## config.mk

```make
export PLATFORM = sky130hd
export DESIGN_NAME = seq_divider_flat
export DESIGN_NICKNAME = d
export VERILOG_FILES = /design/src/rtl/seq_divider_if.sv /design/src/rtl/seq_divider.sv /design/src/flat_wrapper.sv
export SDC_FILE = /design/constraint.sdc
export NUM_CORES = 1
export LEC_CHECK = 0
export BUFFER_PORTS_ARGS = -buffer_cell sky130_fd_sc_hd__buf_2
export CAP_MARGIN = 0
export CELL_PAD_IN_SITES_DETAIL_PLACEMENT = 0
export CELL_PAD_IN_SITES_GLOBAL_PLACEMENT = 1
export CORE_MARGIN = 2
export CORE_UTILIZATION = 35
export DETAILED_ROUTE_END_ITERATION = 7
export PLACE_DENSITY = 0.64
export REMOVE_ABC_BUFFERS = 1
export SKIP_CTS_REPAIR_TIMING = 1
export SLEW_MARGIN = 20
export SYNTH_ARGS = -nofsm -noshare
export SYNTH_HDL_FRONTEND = slang
export SYNTH_SLANG_ARGS = --single-unit
export TNS_END_PERCENT = 100
```

## constraint.sdc

```tcl
create_clock -name clk -period 3.3 [get_ports clk]
set_input_delay 0.165 -clock clk [delete_from_list [all_inputs] [get_ports clk]]
set_output_delay 0.165 -clock clk [all_outputs]
set_load 0.02 [all_outputs]
```

## src/rtl/seq_divider_if.sv

```systemverilog
`default_nettype none
// ============================================================================
// Module   : seq_divider_if
// Summary  : start/done handshake and operand/result bundle for seq_divider.
// Revision : 1.0 - initial release
// ============================================================================
interface seq_divider_if;
   logic        start;
   logic        is_signed;
   logic [31:0] a;
   logic [31:0] b;
   logic        busy;
   logic        done;
   logic        div_by_zero;
   logic [31:0] quotient;
   logic [31:0] remainder;

   modport master (
      output start, is_signed, a, b,
      input  busy, done, div_by_zero, quotient, remainder
   );

   modport slave (
      input  start, is_signed, a, b,
      output busy, done, div_by_zero, quotient, remainder
   );
endinterface
`default_nettype wire

```

## src/rtl/seq_divider.sv

```systemverilog
`default_nettype none
// ============================================================================
// Module   : seq_divider
// Summary  : 32-bit restoring divider, one quotient bit per clock, with
//            start/done handshake. Signed operands enabled by DIV_SIGNED_EN.
// Revision : 1.0 - initial release
// ============================================================================
module seq_divider (
   input  logic         clk,
   input  logic         reset_n,
   seq_divider_if.slave bus
);

   typedef enum logic [1:0] {
      S_IDLE   = 2'd0,
      S_DIVIDE = 2'd1,
      S_FIXUP  = 2'd2
   } state_t;

   state_t      r_state;
   state_t      w_state_nxt;

   logic [32:0] r_rem;
   logic [31:0] r_q;
   logic [31:0] r_b_mag;
   logic [4:0]  r_cnt;
   logic        r_dbz;

   logic [32:0] w_rem_nxt;
   logic [31:0] w_q_nxt;
   logic [31:0] w_b_nxt;
   logic [4:0]  w_cnt_nxt;
   logic        w_dbz_nxt;

   logic        r_busy;
   logic        r_done;
   logic        r_div_by_zero;
   logic [31:0] r_quotient;
   logic [31:0] r_remainder;

   logic        w_done_nxt;
   logic        w_div_by_zero_nxt;
   logic [31:0] w_quotient_nxt;
   logic [31:0] w_remainder_nxt;

   logic [31:0] w_a_mag;
   logic [31:0] w_b_mag;
   logic [31:0] w_q_res;
   logic [31:0] w_r_res;

   // One extra MSB on the difference acts as the borrow: set means trial < 0.
   logic [33:0] w_shifted;
   logic [33:0] w_diff;

   assign w_shifted = {r_rem, r_q[31]};
   assign w_diff    = w_shifted - {2'b00, r_b_mag};

`ifdef DIV_SIGNED_EN
   logic r_neg_q;
   logic r_neg_r;
   logic w_a_neg;
   logic w_b_neg;

   assign w_a_neg = bus.is_signed & bus.a[31];
   assign w_b_neg = bus.is_signed & bus.b[31];
   assign w_a_mag = w_a_neg ? (32'd0 - bus.a) : bus.a;
   assign w_b_mag = w_b_neg ? (32'd0 - bus.b) : bus.b;
   assign w_q_res = r_neg_q ? (32'd0 - r_q) : r_q;
   assign w_r_res = r_neg_r ? (32'd0 - r_rem[31:0]) : r_rem[31:0];

   always_ff @(posedge clk) begin
      if (!reset_n) begin
         r_neg_q <= 1'b0;
         r_neg_r <= 1'b0;
      end else if (r_state == S_IDLE && bus.start) begin
         r_neg_q <= w_a_neg ^ w_b_neg;
         r_neg_r <= w_a_neg;
      end
   end
`else
   logic w_unused_is_signed;

   assign w_unused_is_signed = bus.is_signed;
   assign w_a_mag = bus.a;
   assign w_b_mag = bus.b;
   assign w_q_res = r_q;
   assign w_r_res = r_rem[31:0];
`endif

   always_comb begin
      w_state_nxt       = r_state;
      w_rem_nxt         = r_rem;
      w_q_nxt           = r_q;
      w_b_nxt           = r_b_mag;
      w_cnt_nxt         = r_cnt;
      w_dbz_nxt         = r_dbz;
      w_done_nxt        = 1'b0;
      w_div_by_zero_nxt = r_div_by_zero;
      w_quotient_nxt    = r_quotient;
      w_remainder_nxt   = r_remainder;

      case (r_state)
         S_IDLE: begin
            if (bus.start) begin
               w_rem_nxt = '0;
               w_b_nxt   = w_b_mag;
               w_cnt_nxt = 5'd31;
               if (bus.b == 32'd0) begin
                  // Divide is skipped, so the Q register carries the raw dividend to FIXUP.
                  w_dbz_nxt   = 1'b1;
                  w_q_nxt     = bus.a;
                  w_state_nxt = S_FIXUP;
               end else begin
                  w_dbz_nxt   = 1'b0;
                  w_q_nxt     = w_a_mag;
                  w_state_nxt = S_DIVIDE;
               end
            end
         end

         S_DIVIDE: begin
            if (!w_diff[33]) begin
               w_rem_nxt = w_diff[32:0];
               w_q_nxt   = {r_q[30:0], 1'b1};
            end else begin
               w_rem_nxt = w_shifted[32:0];
               w_q_nxt   = {r_q[30:0], 1'b0};
            end
            w_cnt_nxt = r_cnt - 5'd1;
            if (r_cnt == 5'd0) begin
               w_state_nxt = S_FIXUP;
            end
         end

         S_FIXUP: begin
            w_done_nxt        = 1'b1;
            w_div_by_zero_nxt = r_dbz;
            if (r_dbz) begin
               w_quotient_nxt  = 32'hFFFF_FFFF;
               w_remainder_nxt = r_q;
            end else begin
               w_quotient_nxt  = w_q_res;
               w_remainder_nxt = w_r_res;
            end
            w_state_nxt = S_IDLE;
         end

         default: begin
            w_state_nxt = S_IDLE;
         end
      endcase
   end

   always_ff @(posedge clk) begin
      if (!reset_n) begin
         r_state       <= S_IDLE;
         r_rem         <= '0;
         r_q           <= '0;
         r_b_mag       <= '0;
         r_cnt         <= '0;
         r_dbz         <= 1'b0;
         r_busy        <= 1'b0;
         r_done        <= 1'b0;
         r_div_by_zero <= 1'b0;
         r_quotient    <= '0;
         r_remainder   <= '0;
      end else begin
         r_state       <= w_state_nxt;
         r_rem         <= w_rem_nxt;
         r_q           <= w_q_nxt;
         r_b_mag       <= w_b_nxt;
         r_cnt         <= w_cnt_nxt;
         r_dbz         <= w_dbz_nxt;
         r_busy        <= (w_state_nxt != S_IDLE);
         r_done        <= w_done_nxt;
         r_div_by_zero <= w_div_by_zero_nxt;
         r_quotient    <= w_quotient_nxt;
         r_remainder   <= w_remainder_nxt;
      end
   end

   assign bus.busy        = r_busy;
   assign bus.done        = r_done;
   assign bus.div_by_zero = r_div_by_zero;
   assign bus.quotient    = r_quotient;
   assign bus.remainder   = r_remainder;

endmodule
`default_nettype wire

```

## src/flat_wrapper.sv

```systemverilog
// flat-port wrapper written by rule: the top's interface ports become plain ports
module seq_divider_flat 
  (clk, reset_n, bus_start, bus_is_signed, bus_a, bus_b, bus_busy, bus_done, bus_div_by_zero, bus_quotient, bus_remainder);
  seq_divider_if bus_i ();
  input  logic clk;
  input  logic reset_n;
  input wire logic [$bits(bus_i.start)-1:0] bus_start;
  input wire logic [$bits(bus_i.is_signed)-1:0] bus_is_signed;
  input wire logic [$bits(bus_i.a)-1:0] bus_a;
  input wire logic [$bits(bus_i.b)-1:0] bus_b;
  output wire logic [$bits(bus_i.busy)-1:0] bus_busy;
  output wire logic [$bits(bus_i.done)-1:0] bus_done;
  output wire logic [$bits(bus_i.div_by_zero)-1:0] bus_div_by_zero;
  output wire logic [$bits(bus_i.quotient)-1:0] bus_quotient;
  output wire logic [$bits(bus_i.remainder)-1:0] bus_remainder;
  assign bus_i.start = bus_start;
  assign bus_i.is_signed = bus_is_signed;
  assign bus_i.a = bus_a;
  assign bus_i.b = bus_b;
  assign bus_busy = bus_i.busy;
  assign bus_done = bus_i.done;
  assign bus_div_by_zero = bus_i.div_by_zero;
  assign bus_quotient = bus_i.quotient;
  assign bus_remainder = bus_i.remainder;
  seq_divider u_core (.clk(clk), .reset_n(reset_n), .bus(bus_i));
endmodule
```

-- After elaboration in Yosys (flattened, before gate mapping)
Index checks and enable logic that the tools add are counted.
- reduce and logical (&&, ||, !) cells: 7
- eq/ne operators: 3
- muxes and demuxes: 16
- add/sub/neg operators: 2
- operator list (cell ; number):
    two-way mux 32 bit ; 3
    two-way mux 33 bit ; 2
    case mux 33 bit (2 select lines) ; 1
    case mux 32 bit (2 select lines) ; 1
    subtractor 34 x 32 -> 34 bit ; 1
    zero test 32 bit ; 1
    case mux 5 bit (2 select lines) ; 1
    two-way mux 2 bit ; 3
    zero test 5 bit ; 1
    two-way mux 5 bit ; 1
    subtractor 5 x 1 -> 5 bit (second input constant) ; 1
    case mux 2 bit (2 select lines) ; 1
    AND reduction 2 bit ; 2
    nonzero test 2 bit ; 2
    two-way mux 1 bit ; 3
    == test 2 x 1 -> 1 bit (second input constant) ; 1
    == test 2 bit (second input constant) ; 1
    zero test 2 bit ; 1
    != test 2 bit (second input constant) ; 1
- flip-flop bits (word level): 172

-- Depth between registers and ports, before layout
- word-level depth: 5
- depth in mapped cells: 14

-- Worst setup path before layout
Ideal clock, no wire load.
- path kind: reg2reg
- start: register u_core.r_b_mag[13]
- end: register u_core.r_rem[1]
- buffers on the path: 2
- stages on the path, launching flop included: 14
- period minus slack after synthesis: 2777 ps
- data arrival time: 2660 ps
- path slack: 523 ps
- path through: dfxtp_1 inv_1 ha_1 o211ai_2 a2111oi_4 nor3_2 a2111oi_4 o2111ai_2 a21o_1 and3_4 buf_6 buf_6 mux2i_1 a22o_2
- word-level cells in the longest chain between the ends: 3
- ends and longest elaborated chain (what ; RTL line ; RTL):
    start, declared ; seq_divider.sv:25 ; logic [31:0] r_b_mag;
    start signal, assigned ; seq_divider.sv:171 ; r_b_mag <= w_b_nxt;
    subtractor 34 x 32 -> 34 bit ; seq_divider.sv:56 ; assign w_diff = w_shifted - {2'b00, r_b_mag};
    two-way mux 33 bit ; seq_divider.sv:122 ; if (!w_diff[33]) begin
    case mux 33 bit (2 select lines) ; seq_divider.sv:102 ; case (r_state)
    end signal, assigned ; seq_divider.sv:169 ; r_rem <= w_rem_nxt;
    end, declared ; seq_divider.sv:23 ; logic [32:0] r_rem;
Every way passes these cells.
A chain may end at the register's enable or synchronous reset.

-- Worst setup path in the final report
- start: register u_core.r_b_mag[1]
- end: register u_core.r_rem[32]
Same word-level chain as after synthesis.

==> summary.txt <==
Synthesis
  • Synth Area in Simple Gates: 20.8%
  • Gate Count Post-Synth: 1088
  • Cell Area, Synth: 8810 µm²
  • Top FF cell, synth: dfxtp_1
  • Mean area per synthesized cell: 8.10 µm²
  • Mux contribution to synthesized area: 6.47%
  • Synthesized flop and latch total: 172
  • Synth Area in Compound Gates: 20.3%
  • Adder-cell share of the synthesized area: 4.91%
  • Largest family of logic cells by synthesized area: simple AND/OR/NAND/NOR gates
  • Yosys warns: 0
  • Distinct cells, synth: 60
  • Post-synth EDFFs: 0
  • Ys async rst share: 0%
  • Sequential share of the synthesized area: 39.1%
  • Post-Synth XOR/XNOR Area: 2.58%

Drt
  • Drt first pass iters: 5
  • Vias per cell: 5.09
  • Metal2 WL: 10900 µm
  • Met1 WL: 13400 µm
  • Via count: 8004
  • # DRC: 0
  • WL final: 25600 µm
  • 1st-iter DRT viols: 509
  • Top Layer Used: met4
  • Metal3 WL: 1030 µm
  • DR WL/cell: 16.3 µm
  • Antenna violation net count after detailed routing: 0

CTS
  • Reg clk slew, reported paths: 0.08 ns
  • CTS sink cnt: 172
  • Max clock buf depth: 2
  • CTS Buf Count: 17
  • CTS tree: yes
  • Clk Tree Root Cell: clkbuf_16
  • H-Tree Level Count: 4
  • Clock Latency Late Sink: 0.43 ns

Power
  • Switch share: 38.2%
  • Fraction of power consumed by sequential logic: 29.7%
  • Internal power: 5.11 mW
  • Worst vdd ir: 392 µV
  • Combinational power share: 45.8%
  • Clock power frac: 24.5%
  • Psw: 3.16 mW
  • PD cells: 767 nW/µm²
  • P_leak: 4.78 nW

Floorplan
  • # IOs: 135
  • Die ar.: 26500 µm²
  • Cell Rows: 58
  • Die H: 163 µm
  • Initial Util: 35.3%
  • Die width: 163 µm
  • Core footprint: 25000 µm²

Timing
  • Post-route minimum period: 3.08 ns
  • Worst-margin pin slew: 0.896 ns
  • Worst-case hold slack: -0.0147 ns
  • Final Max Tran Viols: 0
  • Finish-stage setup viols: 0
  • Setup_tns: 0 ns
  • Max-Slew Margin vs Limit: 40.3%
  • Final hold viol count: 11
  • Fin crit share: 93.3%
  • Clock Skews: 0.0128 ns
  • RSZ-0062 raised after global routing: no
  • Maximum clock frequency: 325 MHz

Global routing
  • Initial antenna violation count: 0
  • Grt ovf: 0
  • First-pass GRT wire length: 40700 µm
  • Vias in the first global route: 7462
  • Largest net degree at the start of global routing: 63
  • Gr usage total: 19.4%

Run status
  • Failing checks: hold timing
  • Outcome: complete, but fails checks

Finish
  • Final instance area: 10800 µm²
  • Layout cells sized above 1: 18.2%
  • Layout net count: 1333
  • Most frequent cells in the layout: nand2_1, dfxtp_1, buf_2
  • Leading cell type in the layout, fill and taps excluded: nand2_1
  • Post-layout util: 43.2%
  • Ant diodes: 0
  • P&R area growth vs syn: 22.3%

Worst setup path
  • Setup crit start kind: register
  • Crit end category: register
  • R2R setup slack: 0.22 ns
  • Register-to-Register Path Depth: 11
  • Crit path capture: u_core.r_rem[32]
  • Reg-to-Reg End: u_core.r_rem[32]
  • CP required: 3.67 ns
  • Worst-path maximum fanout: 6
  • Critical Path Start: u_core.r_b_mag[1]
  • WP data arrival: 3.45 ns
  • Critical path class: register to register
  • Crit Reg-Reg Startpoint: u_core.r_b_mag[1]

Worst hold path
  • Hold Crit Class: primary input to register
  • Hold Crit Start: bus_b[2]

Placement
  • GPL Wtd Cong: 0.843
  • I/O Buffers: 133
  • Hpwl dp: 18500 µm
  • Placed Area: 9970 µm²

Run
  • Max Cap Viol: 0
state kept, by name (all words and copies together) (netlist names):
register,count
u_core.r_rem,33
u_core.bus.quotient,32
u_core.bus.done,1
u_core.r_dbz,1
u_core.bus.remainder,32
u_core.r_q,32
u_core.bus.div_by_zero,1
u_core.bus.busy,1
u_core.r_b_mag,32
u_core.r_state,2
u_core.r_cnt,5
per-stage QoR:
stage	setup slack [ns]	total power [mW]	instances	hold WS (ns)
3_3_place_gp	0.222	6.24	1521	0.423
5_1_grt	0.0187	8.85	1574	0.00136
4_1_cts	0.161	8.31	1553	-0.0394
2_1_floorplan	-0.939	5.12	1016	0.287
6_report	0.220	8.27	1574	-0.0147
3_5_place_dp	0.224	6.26	1521	0.424
worst max-delay path, cell delays in order (launching register included):
cell       delay (ns)
dfxtp_1          0.44
inv_1            0.07
ha_1             0.28
nor2b_1          0.14
o31a_1           0.27
o2111ai_1        0.38
a2111oi_4        0.15
o2111ai_2        0.23
a21o_1           0.18
nand3_1          0.22
or4_1            0.57
nand2_1          0.07
area by class of cell:
cell class	count	area, µm²
tap	330	413
multi-input combinational	788	4890
inverter	56	210
sequential	172	3440
timing repair buffer	196	1240
clock inverter	14	154
clock buffer	18	429
fill	2638	14200
cell usage after synthesis, drive strengths merged (8+ instances only):
cell type | count | share of area [%]
a211oi | 8 | 0.68
a21o | 15 | 1.3
a21oi | 65 | 3.7
a311oi | 29 | 2.9
a31oi | 9 | 0.64
clkbuf | 65 | 2.8
dfxtp | 172 | 39
ha | 33 | 4.7
inv | 56 | 2.4
mux2i | 57 | 6.5
nand2 | 206 | 8.8
nand2b | 8 | 0.57
nand3 | 10 | 0.57
nor2 | 85 | 3.6
nor3 | 66 | 3.8
nor3b | 9 | 0.77
nor4 | 9 | 0.64
o211a | 30 | 3.4
o211ai | 9 | 0.82
o21ai | 51 | 2.9
xnor2 | 15 | 1.5
xor2 | 11 | 1.1
power by group through the flow:
| stage | Clock [mW] | Combinational, mW | Sequential [mW] |
|---|---|---|---|
| after CTS | 2.08 | 3.77 | 2.45 |
| after global placement | 0 | 3.74 | 2.50 |
| final | 2.02 | 3.79 | 2.46 |
| after floorplan | 0 | 2.66 | 2.46 |
| after detailed placement | 0 | 3.76 | 2.50 |
| after global routing | 2.17 | 4.20 | 2.48 |
routing by layer:
| layer | vias to the layer above | global-route usage, % |
|---|---|---|
| li1 | 4120 | - |
| met1 | 3705 | 29.6 |
| met2 | 162 | 28.9 |
| met3 | 17 | 2.42 |
| met4 | 0 | 4.95 |
| met5 | - | 0 |
worst min-delay path by stage:
stage                                     to  slack (ns)  depth (start not counted)
after CTS                 u_core.r_b_mag[18]       -0.04                          3
after floorplan              u_core.bus.done        0.29                          1
final                      u_core.r_b_mag[2]       -0.01                          3
after global routing          u_core.r_q[20]       0.001                          3
after global placement    u_core.r_b_mag[10]        0.42                          3
after detailed placement  u_core.r_b_mag[28]        0.42                          3
cell families after synthesis:
group           after synthesis
xor+xnor                     26
mux                          57
flops                       172
compound gates              251
buf+inv                     128
fa+ha+maj                    34
simple gates                420
Note: power is estimated with default switching activity, not from simulation.
